## src/rtl/aes_spi_slave_ctrl_if.sv

```systemverilog
// Bus bundle between the serial master / AES core side and aes_spi_slave_ctrl.
// NK sets the key width (NK*32 bits) and must match the controller's NK.
interface aes_spi_slave_ctrl_if #(
    parameter int NK = 4
);
    logic              cs_n;
    logic              simo;
    logic              mode;
    logic              somi;
    logic              core_start;
    logic              core_mode;
    logic [127:0]      core_data;
    logic [NK*32-1:0]  core_key;
    logic              core_done;
    logic [127:0]      core_result;
    logic              busy;
    logic              frame_err;

    modport slave (
        input  cs_n, simo, mode, core_done, core_result,
        output somi, core_start, core_mode, core_data, core_key, busy, frame_err
    );

    modport master (
        output cs_n, simo, mode, core_done, core_result,
        input  somi, core_start, core_mode, core_data, core_key, busy, frame_err
    );
endinterface

```

## src/rtl/aes_spi_slave_ctrl.sv

```systemverilog
// Serial front end for an AES core: receives a 128-bit block followed by an
// NK*32-bit key (LSB first), starts the core, and shifts the result back out.
// Optional feature: define AES_SPI_KEY_RETAIN_EN to allow a data-only frame to
// reuse the previously received key.
module aes_spi_slave_ctrl #(
    parameter int NK = 4,
    parameter int NR = 10
) (
    input  logic                 clk,
    input  logic                 rst_n,
    aes_spi_slave_ctrl_if.slave  bus
);

    localparam int         KEY_BITS  = NK * 32;
    localparam logic [8:0] DATA_LAST = 9'd127;
    localparam logic [8:0] KEY_LAST  = 9'(KEY_BITS - 1);

    // Reject parameter sets the AES core cannot run.
    if (!((NK == 4 && NR == 10) || (NK == 6 && NR == 12) || (NK == 8 && NR == 14))) begin : g_param_check
        $error("aes_spi_slave_ctrl: illegal NK/NR combination");
    end

    typedef enum logic [2:0] {
        ST_IDLE      = 3'd0,
        ST_RX_DATA   = 3'd1,
        ST_RX_KEY    = 3'd2,
        ST_WAIT_CORE = 3'd3,
        ST_TX        = 3'd4
    } state_t;

    state_t                state_r;
    logic [8:0]            bit_cnt_r;
    logic [127:0]          data_sr_r;
    logic [KEY_BITS-1:0]   key_sr_r;
    logic [127:0]          tx_r;
    logic                  key_valid_r;
    logic                  core_start_r;
    logic                  frame_err_r;
    logic                  core_mode_r;

    // Frame sequencer: receive, hand off to the core, transmit the result.
    always_ff @(posedge clk or negedge rst_n) begin
        if (!rst_n) begin
            state_r      <= ST_IDLE;
            bit_cnt_r    <= 9'd0;
            data_sr_r    <= 128'd0;
            key_sr_r     <= '0;
            tx_r         <= 128'd0;
            key_valid_r  <= 1'b0;
            core_start_r <= 1'b0;
            frame_err_r  <= 1'b0;
            core_mode_r  <= 1'b0;
        end else begin
            core_start_r <= 1'b0;
            frame_err_r  <= 1'b0;
            case (state_r)
                ST_IDLE: begin
                    if (!bus.cs_n) begin
                        data_sr_r   <= {bus.simo, data_sr_r[127:1]};
                        core_mode_r <= bus.mode;
                        bit_cnt_r   <= 9'd1;
                        state_r     <= ST_RX_DATA;
                    end
                end
                ST_RX_DATA: begin
                    if (!bus.cs_n) begin
                        data_sr_r <= {bus.simo, data_sr_r[127:1]};
                        if (bit_cnt_r == DATA_LAST) begin
                            bit_cnt_r <= 9'd0;
                            state_r   <= ST_RX_KEY;
                        end else begin
                            bit_cnt_r <= bit_cnt_r + 9'd1;
                        end
                    end else begin
                        // Frame ended before the block was complete.
                        frame_err_r <= 1'b1;
                        bit_cnt_r   <= 9'd0;
                        state_r     <= ST_IDLE;
`ifndef AES_SPI_KEY_RETAIN_EN
                        key_valid_r <= 1'b0;
`endif
                    end
                end
                ST_RX_KEY: begin
                    if (!bus.cs_n) begin
                        key_sr_r <= {bus.simo, key_sr_r[KEY_BITS-1:1]};
                        if (bit_cnt_r == KEY_LAST) begin
                            key_valid_r  <= 1'b1;
                            bit_cnt_r    <= 9'd0;
                            core_start_r <= 1'b1;
                            state_r      <= ST_WAIT_CORE;
                        end else begin
                            bit_cnt_r <= bit_cnt_r + 9'd1;
                        end
                    end else begin
`ifdef AES_SPI_KEY_RETAIN_EN
                        // Data-only frame: run with the key already held.
                        if (bit_cnt_r == 9'd0 && key_valid_r) begin
                            core_start_r <= 1'b1;
                            state_r      <= ST_WAIT_CORE;
                        end else begin
                            frame_err_r <= 1'b1;
                            bit_cnt_r   <= 9'd0;
                            state_r     <= ST_IDLE;
                        end
`else
                        frame_err_r <= 1'b1;
                        key_valid_r <= 1'b0;
                        bit_cnt_r   <= 9'd0;
                        state_r     <= ST_IDLE;
`endif
                    end
                end
                ST_WAIT_CORE: begin
                    // Only entered with a valid key; the guard keeps a stray
                    // result from being transmitted if that ever breaks.
                    if (bus.core_done && key_valid_r) begin
                        tx_r      <= bus.core_result;
                        bit_cnt_r <= 9'd0;
                        state_r   <= ST_TX;
                    end
                end
                ST_TX: begin
                    if (!bus.cs_n) begin
                        tx_r <= {1'b0, tx_r[127:1]};
                        if (bit_cnt_r == DATA_LAST) begin
                            bit_cnt_r <= 9'd0;
                            state_r   <= ST_IDLE;
                        end else begin
                            bit_cnt_r <= bit_cnt_r + 9'd1;
                        end
                    end
                end
                default: begin
                    bit_cnt_r <= 9'd0;
                    state_r   <= ST_IDLE;
                end
            endcase
        end
    end

    assign bus.somi       = (state_r == ST_TX) ? tx_r[0] : 1'b0;
    assign bus.busy       = (state_r != ST_IDLE);
    assign bus.core_start = core_start_r;
    assign bus.core_mode  = core_mode_r;
    assign bus.core_data  = data_sr_r;
    assign bus.core_key   = key_sr_r;
    assign bus.frame_err  = frame_err_r;

endmodule

```

## src/flat_wrapper.sv

```systemverilog
// flat-port wrapper written by rule: the top's interface ports become plain ports
module aes_spi_slave_ctrl_flat 
#(
    parameter int NK = 4,
    parameter int NR = 10
)
  (clk, rst_n, bus_cs_n, bus_simo, bus_mode, bus_core_done, bus_core_result, bus_somi, bus_core_start, bus_core_mode, bus_core_data, bus_core_key, bus_busy, bus_frame_err);
  aes_spi_slave_ctrl_if #(.NK(NK)) bus_i ();
  input  logic clk;
  input  logic rst_n;
  input wire logic [$bits(bus_i.cs_n)-1:0] bus_cs_n;
  input wire logic [$bits(bus_i.simo)-1:0] bus_simo;
  input wire logic [$bits(bus_i.mode)-1:0] bus_mode;
  input wire logic [$bits(bus_i.core_done)-1:0] bus_core_done;
  input wire logic [$bits(bus_i.core_result)-1:0] bus_core_result;
  output wire logic [$bits(bus_i.somi)-1:0] bus_somi;
  output wire logic [$bits(bus_i.core_start)-1:0] bus_core_start;
  output wire logic [$bits(bus_i.core_mode)-1:0] bus_core_mode;
  output wire logic [$bits(bus_i.core_data)-1:0] bus_core_data;
  output wire logic [$bits(bus_i.core_key)-1:0] bus_core_key;
  output wire logic [$bits(bus_i.busy)-1:0] bus_busy;
  output wire logic [$bits(bus_i.frame_err)-1:0] bus_frame_err;
  assign bus_i.cs_n = bus_cs_n;
  assign bus_i.simo = bus_simo;
  assign bus_i.mode = bus_mode;
  assign bus_i.core_done = bus_core_done;
  assign bus_i.core_result = bus_core_result;
  assign bus_somi = bus_i.somi;
  assign bus_core_start = bus_i.core_start;
  assign bus_core_mode = bus_i.core_mode;
  assign bus_core_data = bus_i.core_data;
  assign bus_core_key = bus_i.core_key;
  assign bus_busy = bus_i.busy;
  assign bus_frame_err = bus_i.frame_err;
  aes_spi_slave_ctrl #(.NK(NK), .NR(NR)) u_core (.clk(clk), .rst_n(rst_n), .bus(bus_i));
endmodule
```

## config.mk

```make
export PLATFORM = sky130hd
export DESIGN_NAME = aes_spi_slave_ctrl_flat
export DESIGN_NICKNAME = d
export VERILOG_FILES = /design/src/rtl/aes_spi_slave_ctrl_if.sv /design/src/rtl/aes_spi_slave_ctrl.sv /design/src/flat_wrapper.sv
export SDC_FILE = /design/constraint.sdc
export NUM_CORES = 1
export LEC_CHECK = 0
export ABC_AREA = 0
export CAP_MARGIN = 15
export CORE_MARGIN = 2
export CORE_UTILIZATION = 51
export CTS_BUF_LIST = sky130_fd_sc_hd__clkbuf_2
export DETAILED_ROUTE_END_ITERATION = 8
export GPL_TIMING_DRIVEN = 1
export PLACE_DENSITY = 0.82
export SYNTH_ARGS = -nofsm -noshare
export SYNTH_HDL_FRONTEND = slang
export SYNTH_SLANG_ARGS = --single-unit
export TNS_END_PERCENT = 5
```

## constraint.sdc

```tcl
create_clock -name clk -period 2.3 [get_ports clk]
set_input_delay 0.46 -clock clk [delete_from_list [all_inputs] [get_ports clk]]
set_output_delay 0.46 -clock clk [all_outputs]
set_load 0.02 [all_outputs]
```

After elaboration in Yosys (flattened, before gate mapping)
Index checks and enable logic that the tools add are counted.

Register bits: 400. Input bits: 134. Output and inout bits: 261. Word-level logic and storage cells: 65.

Add/sub/neg operators: 1. Equality and inequality tests: 12. Muxes and demuxes: 28. Bitwise operators: 1. Reduce and logical (&&, ||, !) cells: 14.

Operator list (number): $mux 128 (2); $pmux 128 s2 (1); $mux 9 (5); $pmux 9 s4 (1); $mux 3 (8); $pmux 3 s5 (1); $add 9x1->9 const B (1); $eq 9x7->1 const B (1); $mux 1 (9); $reduce_and 3->1 (3); $eq 3x2->1 const B (2); $ne 2x2->1 const B (3); $ne 3x2->1 const B (2); $reduce_and 2->1 (3); $reduce_and 6->1 (1); $ne 2x1->1 const B (2); $reduce_bool 2->1 (2); $reduce_or 2->1 (2); $eq 3x1->1 const B (1); $eq 3x3->1 const B (1); $logic_not 3->1 (1); $reduce_bool 3->1 (1); $pmux 1 s2 (1); $logic_and 1x1->1 (1); $not 1->1 (1).

Logic depth before layout (Yosys ltp)
Word-level depth: 4. Depth in mapped cells: 8. Mapped depth without buffers: 6.

Worst setup path before layout
Ideal clock, no wire load.

Kind: flip-flop to output port. Start point: reg u_core.state_r[2]. End point: out bus_somi. Arrival time: 1545 ps. Slack: 295 ps. Stages on the path, launching flop included: 6. Buffers on the path: 3. Path through: dfrtp_1 > buf_2 > nor3b_2 > buf_2 > clkbuf_1 > and2_1.

Cells in the longest elaborated chain, start to end: 2.

Ends and longest elaborated chain: start, declared (line aes_spi_slave_ctrl.sv:31) `state_t state_r;`; start signal, assigned (line aes_spi_slave_ctrl.sv:44) `state_r <= ST_IDLE;`; start signal, assigned (line aes_spi_slave_ctrl.sv:62) `state_r <= ST_RX_DATA;`; start signal, assigned (line aes_spi_slave_ctrl.sv:70) `state_r <= ST_RX_KEY;`; $eq 3x3->1 (line aes_spi_slave_ctrl.sv:142) `assign bus.somi = (state_r == ST_TX) ? tx_r[0] : 1'b0;`; $mux 1 (line aes_spi_slave_ctrl.sv:142); end, declared (line flat_wrapper.sv:16) `output wire logic [$bits(bus_i.somi)-1:0] bus_somi;`.

No other way between the ends.

Worst setup path in the final report
Start point: reg u_core.state_r[1]. End point: out bus_somi.

The elaborated chain is that of the path after synthesis.

==> qor.txt <==
outcome -> completed
CTS Root Cell -> clkbuf_2
Post-synth EDFFs -> 0
Worst EP required -> 1.84 ns
CP Capture Type -> primary output
Final Non-Filler Cells -> 2,263
ys async rst share -> 100%
final worst-path cycle share -> 99.6%
#FFs+latches synth -> 400
iteration-0 DRC count of the detailed router -> 823
Synth cell types -> 38
htree depth -> 3
CORE AREA -> 30,700 sq um
Main synth FF type -> dfrtp_1
die area -> 32,900 sq um
RSZ-0062 raised after global routing -> yes
Final #Nets -> 1,925
Mapped Cells -> 1,335
TritonCTS clock tree -> done
Routed WL per cell -> 17.6 um
Slew Viols, Final -> 0
die height -> 181 um
Worst R2R Path Depth -> 6
Peak VDD IR -> 0.000560 V
crit path time final -> 2.29 ns
clock sinks -> 400
total of max-cap violations -> 0
DR pass1 iterations -> 5
Hold Vio Cnt, Final -> 0
DRC violations left -> 0
pwr dens -> 780 nW/um^2
Setup TNS Final -> 0 ns
FMAX -> 0.437 GHz
Worst Hold Class -> input port to asynchronous set/reset pin
Critical R2R Launch -> u_core.state_r[2]
Slew headroom -> 61.2%
crit path kind -> flip-flop to primary output
cell area after synthesis -> 16,000 sq um
# setup viols final -> 0
routed vias -> 11,900
Skew-Pair Late Insertion Delay -> 0.92 ns
IO Pins -> 395
post-DP HPWL -> 27,600 um
Leak -> 11.2 nW
crit-path max cell delay -> 0.46 ns
CP Cell Sequence -> nor3b_4 -> and2_4 -> buf_6
gpl congestion -> 0.821
global-route usage over all layers -> 24.5%
Area Growth Syn to Fin -> 32.9%
Worst Path Arrival -> 1.83 ns
Worst-path clk slew -> 0.10 ns
die width -> 181 um
antenna violations before repair -> 1
Starting Density -> 52.2%
global-route wire length before repair -> 64,500 um
sequential area share after synthesis -> 62.4%
layout cells sized above 1 -> 25.3%
final WL -> 39,800 um
slowest CP cell -> dfrtp_2
Slew @ Worst Pin -> 0.580 ns
pin count of the biggest net entering global routing -> 128
Rows -> 64
Antenna Violating Nets Remaining -> 0
Clock Tree Buf Depth -> 3
total congestion overflow -> 0
Placed Cells -> 2,083
CP max FO -> 3
number of global-route vias before repair -> 12,300
origin of the worst setup path -> u_core.state_r[1]
cts bufs inserted -> 98
crit start category -> flip-flop
clk_skew -> 0.0933 ns
Synthesized Nets -> 1,470
Final Power -> 16.6 mW
Port Buffer Count -> 394
average vias per placed instance -> 5.24
Yosys warning total -> 0
Avg Cell Area, Syn -> 12.0 sq um
==> path summary, 6_finish.rpt <==
path / endpoint / slack, ns
worst max-delay path: bus_somi / 0.01
worst min-delay path: u_core.tx_r[98] / 0.08
worst max register to register: u_core.tx_r[30] / 0.29
worst min register to register: u_core.tx_r[63] / 0.46
max in group asynchronous: u_core.bus.core_key[16] / 1.33
min in group clk: u_core.tx_r[119] / 0.11
==> power by group <==
part / leakage, nW / total, mW / switching [mW] / internal (mW)
Sequential: 5.14 / 8.89 / 0.700 / 8.19
Combinational: 5.45 / 3.11 / 1.56 / 1.56
Clock: 0.651 / 4.62 / 2.88 / 1.74
==> cell type report <==
class | instances | area [sq um]
multi-input combinational | 844 | 5660
inverter | 3 | 11.3
tap | 396 | 495
sequential | 400 | 10000
clock inverter | 39 | 199
fill | 2323 | 9430
clock buffer | 136 | 681
timing repair buffer | 443 | 4250
antenna | 2 | 5.00
==> registers in the layout (all words and copies together) (netlist names) <==
register               cells
u_core.bus.core_data     128
u_core.bus.frame_err       1
u_core.bus.core_start      1
u_core.bus.core_key      128
u_core.bit_cnt_r           9
u_core.state_r             3
u_core.key_valid_r         1
u_core.tx_r              128
u_core.bus.core_mode       1
==> Yosys cell counts, types with 2 or more instances <==
cell	instances	area, sq um
a21o_1	2	15.0
a21oi_1	2	10.0
a31oi_1	128	801
and2_1	3	18.8
buf_1	4	15.0
buf_2	65	325
clkbuf_1	19	71.3
dfrtp_1	400	10000
inv_1	3	11.3
mux2_2	257	2890
nand2_1	272	1020
nand3_1	5	25.0
nor2_1	134	503
nor3_1	3	15.0
o21a_1	2	15.0
o21ai_0	10	50.1
or3_1	3	18.8
xnor2_1	2	17.5
xor2_1	2	17.5
==> repair_timing <==
item,4_1_cts,5_1_grt
setup endpoints to repair,261,9
hold buffers,1,0
gates resized for setup,280,12
setup buffers,2,0
pin swaps,2,1
endpoints found under the hold margin,357,0
==> through the flow <==
stage	instance area, sq um	hold WS [ns]	setup slack (ns)	utilization [%]
2_1_floorplan	16000	0.164	0.295	-
3_3_place_gp	20700	0.458	0.0457	67.4
3_5_place_dp	20700	0.454	-0.00973	67.4
4_1_cts	21300	0.00203	-0.167	69.3
5_1_grt	21300	0.0199	-0.116	69.3
6_report	21300	0.0828	0.0101	69.3
==> layout by cell type, fill, tap and decap left out, types with 2 or more instances in the layout <==
cell type | Yosys | final
a21o_1 | 2 | 2
clkinvlp_4 | 0 | 2
a21oi_1 | 2 | 2
nor2_1 | 134 | 133
clkdlybuf4s15_2 | 0 | 2
buf_12 | 0 | 21
xnor2_1 | 2 | 2
inv_6 | 0 | 2
diode_2 | 0 | 2
buf_4 | 0 | 27
a31oi_1 | 128 | 128
clkinv_1 | 0 | 30
dfrtp_1 | 400 | 397
clkdlybuf4s15_1 | 0 | 5
dlygate4sd2_1 | 0 | 249
nor3_1 | 3 | 2
dfrtp_2 | 0 | 3
clkbuf_2 | 0 | 139
xor2_1 | 2 | 2
inv_1 | 3 | 3
clkdlybuf4s50_1 | 0 | 132
and2_1 | 3 | 2
mux2_2 | 257 | 257
nand3_1 | 5 | 5
or3_1 | 3 | 3
nand2_1 | 272 | 270
o21a_1 | 2 | 2
o21ai_0 | 10 | 10
clkinv_2 | 0 | 3
==> kinds of logic (layout without fill, tap and decap cells) <==
family,Yosys count,after routing,share of synthesized area [%]
xor+xnor,4,4,0.218
mux,257,257,18.0
compound gates,154,154,6.19
simple gates,427,427,10.4
flops,400,400,62.4
fa+ha+maj,2,2,0.140
other cells,0,2,0
buf+inv,91,621,2.64
==> critical path: cells and delay by family, from the launching register on <==
family	cells	cell delay (ns)
buffers and inverters	1	0.11
DFF	1	0.46
and+or+nand+nor	2	0.43
==> per-layer routing <==
layer | vias to the layer above | wire (um) | GRT usage [%]
li1 | 5572 | - | -
met3 | 78 | 4150 | 9.82
met1 | 5745 | 15900 | 29.9
met2 | 456 | 18800 | 39.3
met4 | 0 | 1000 | 9.07
met5 | - | 0 | 0
No activity file was read; power rests on OpenSTA's default activity.
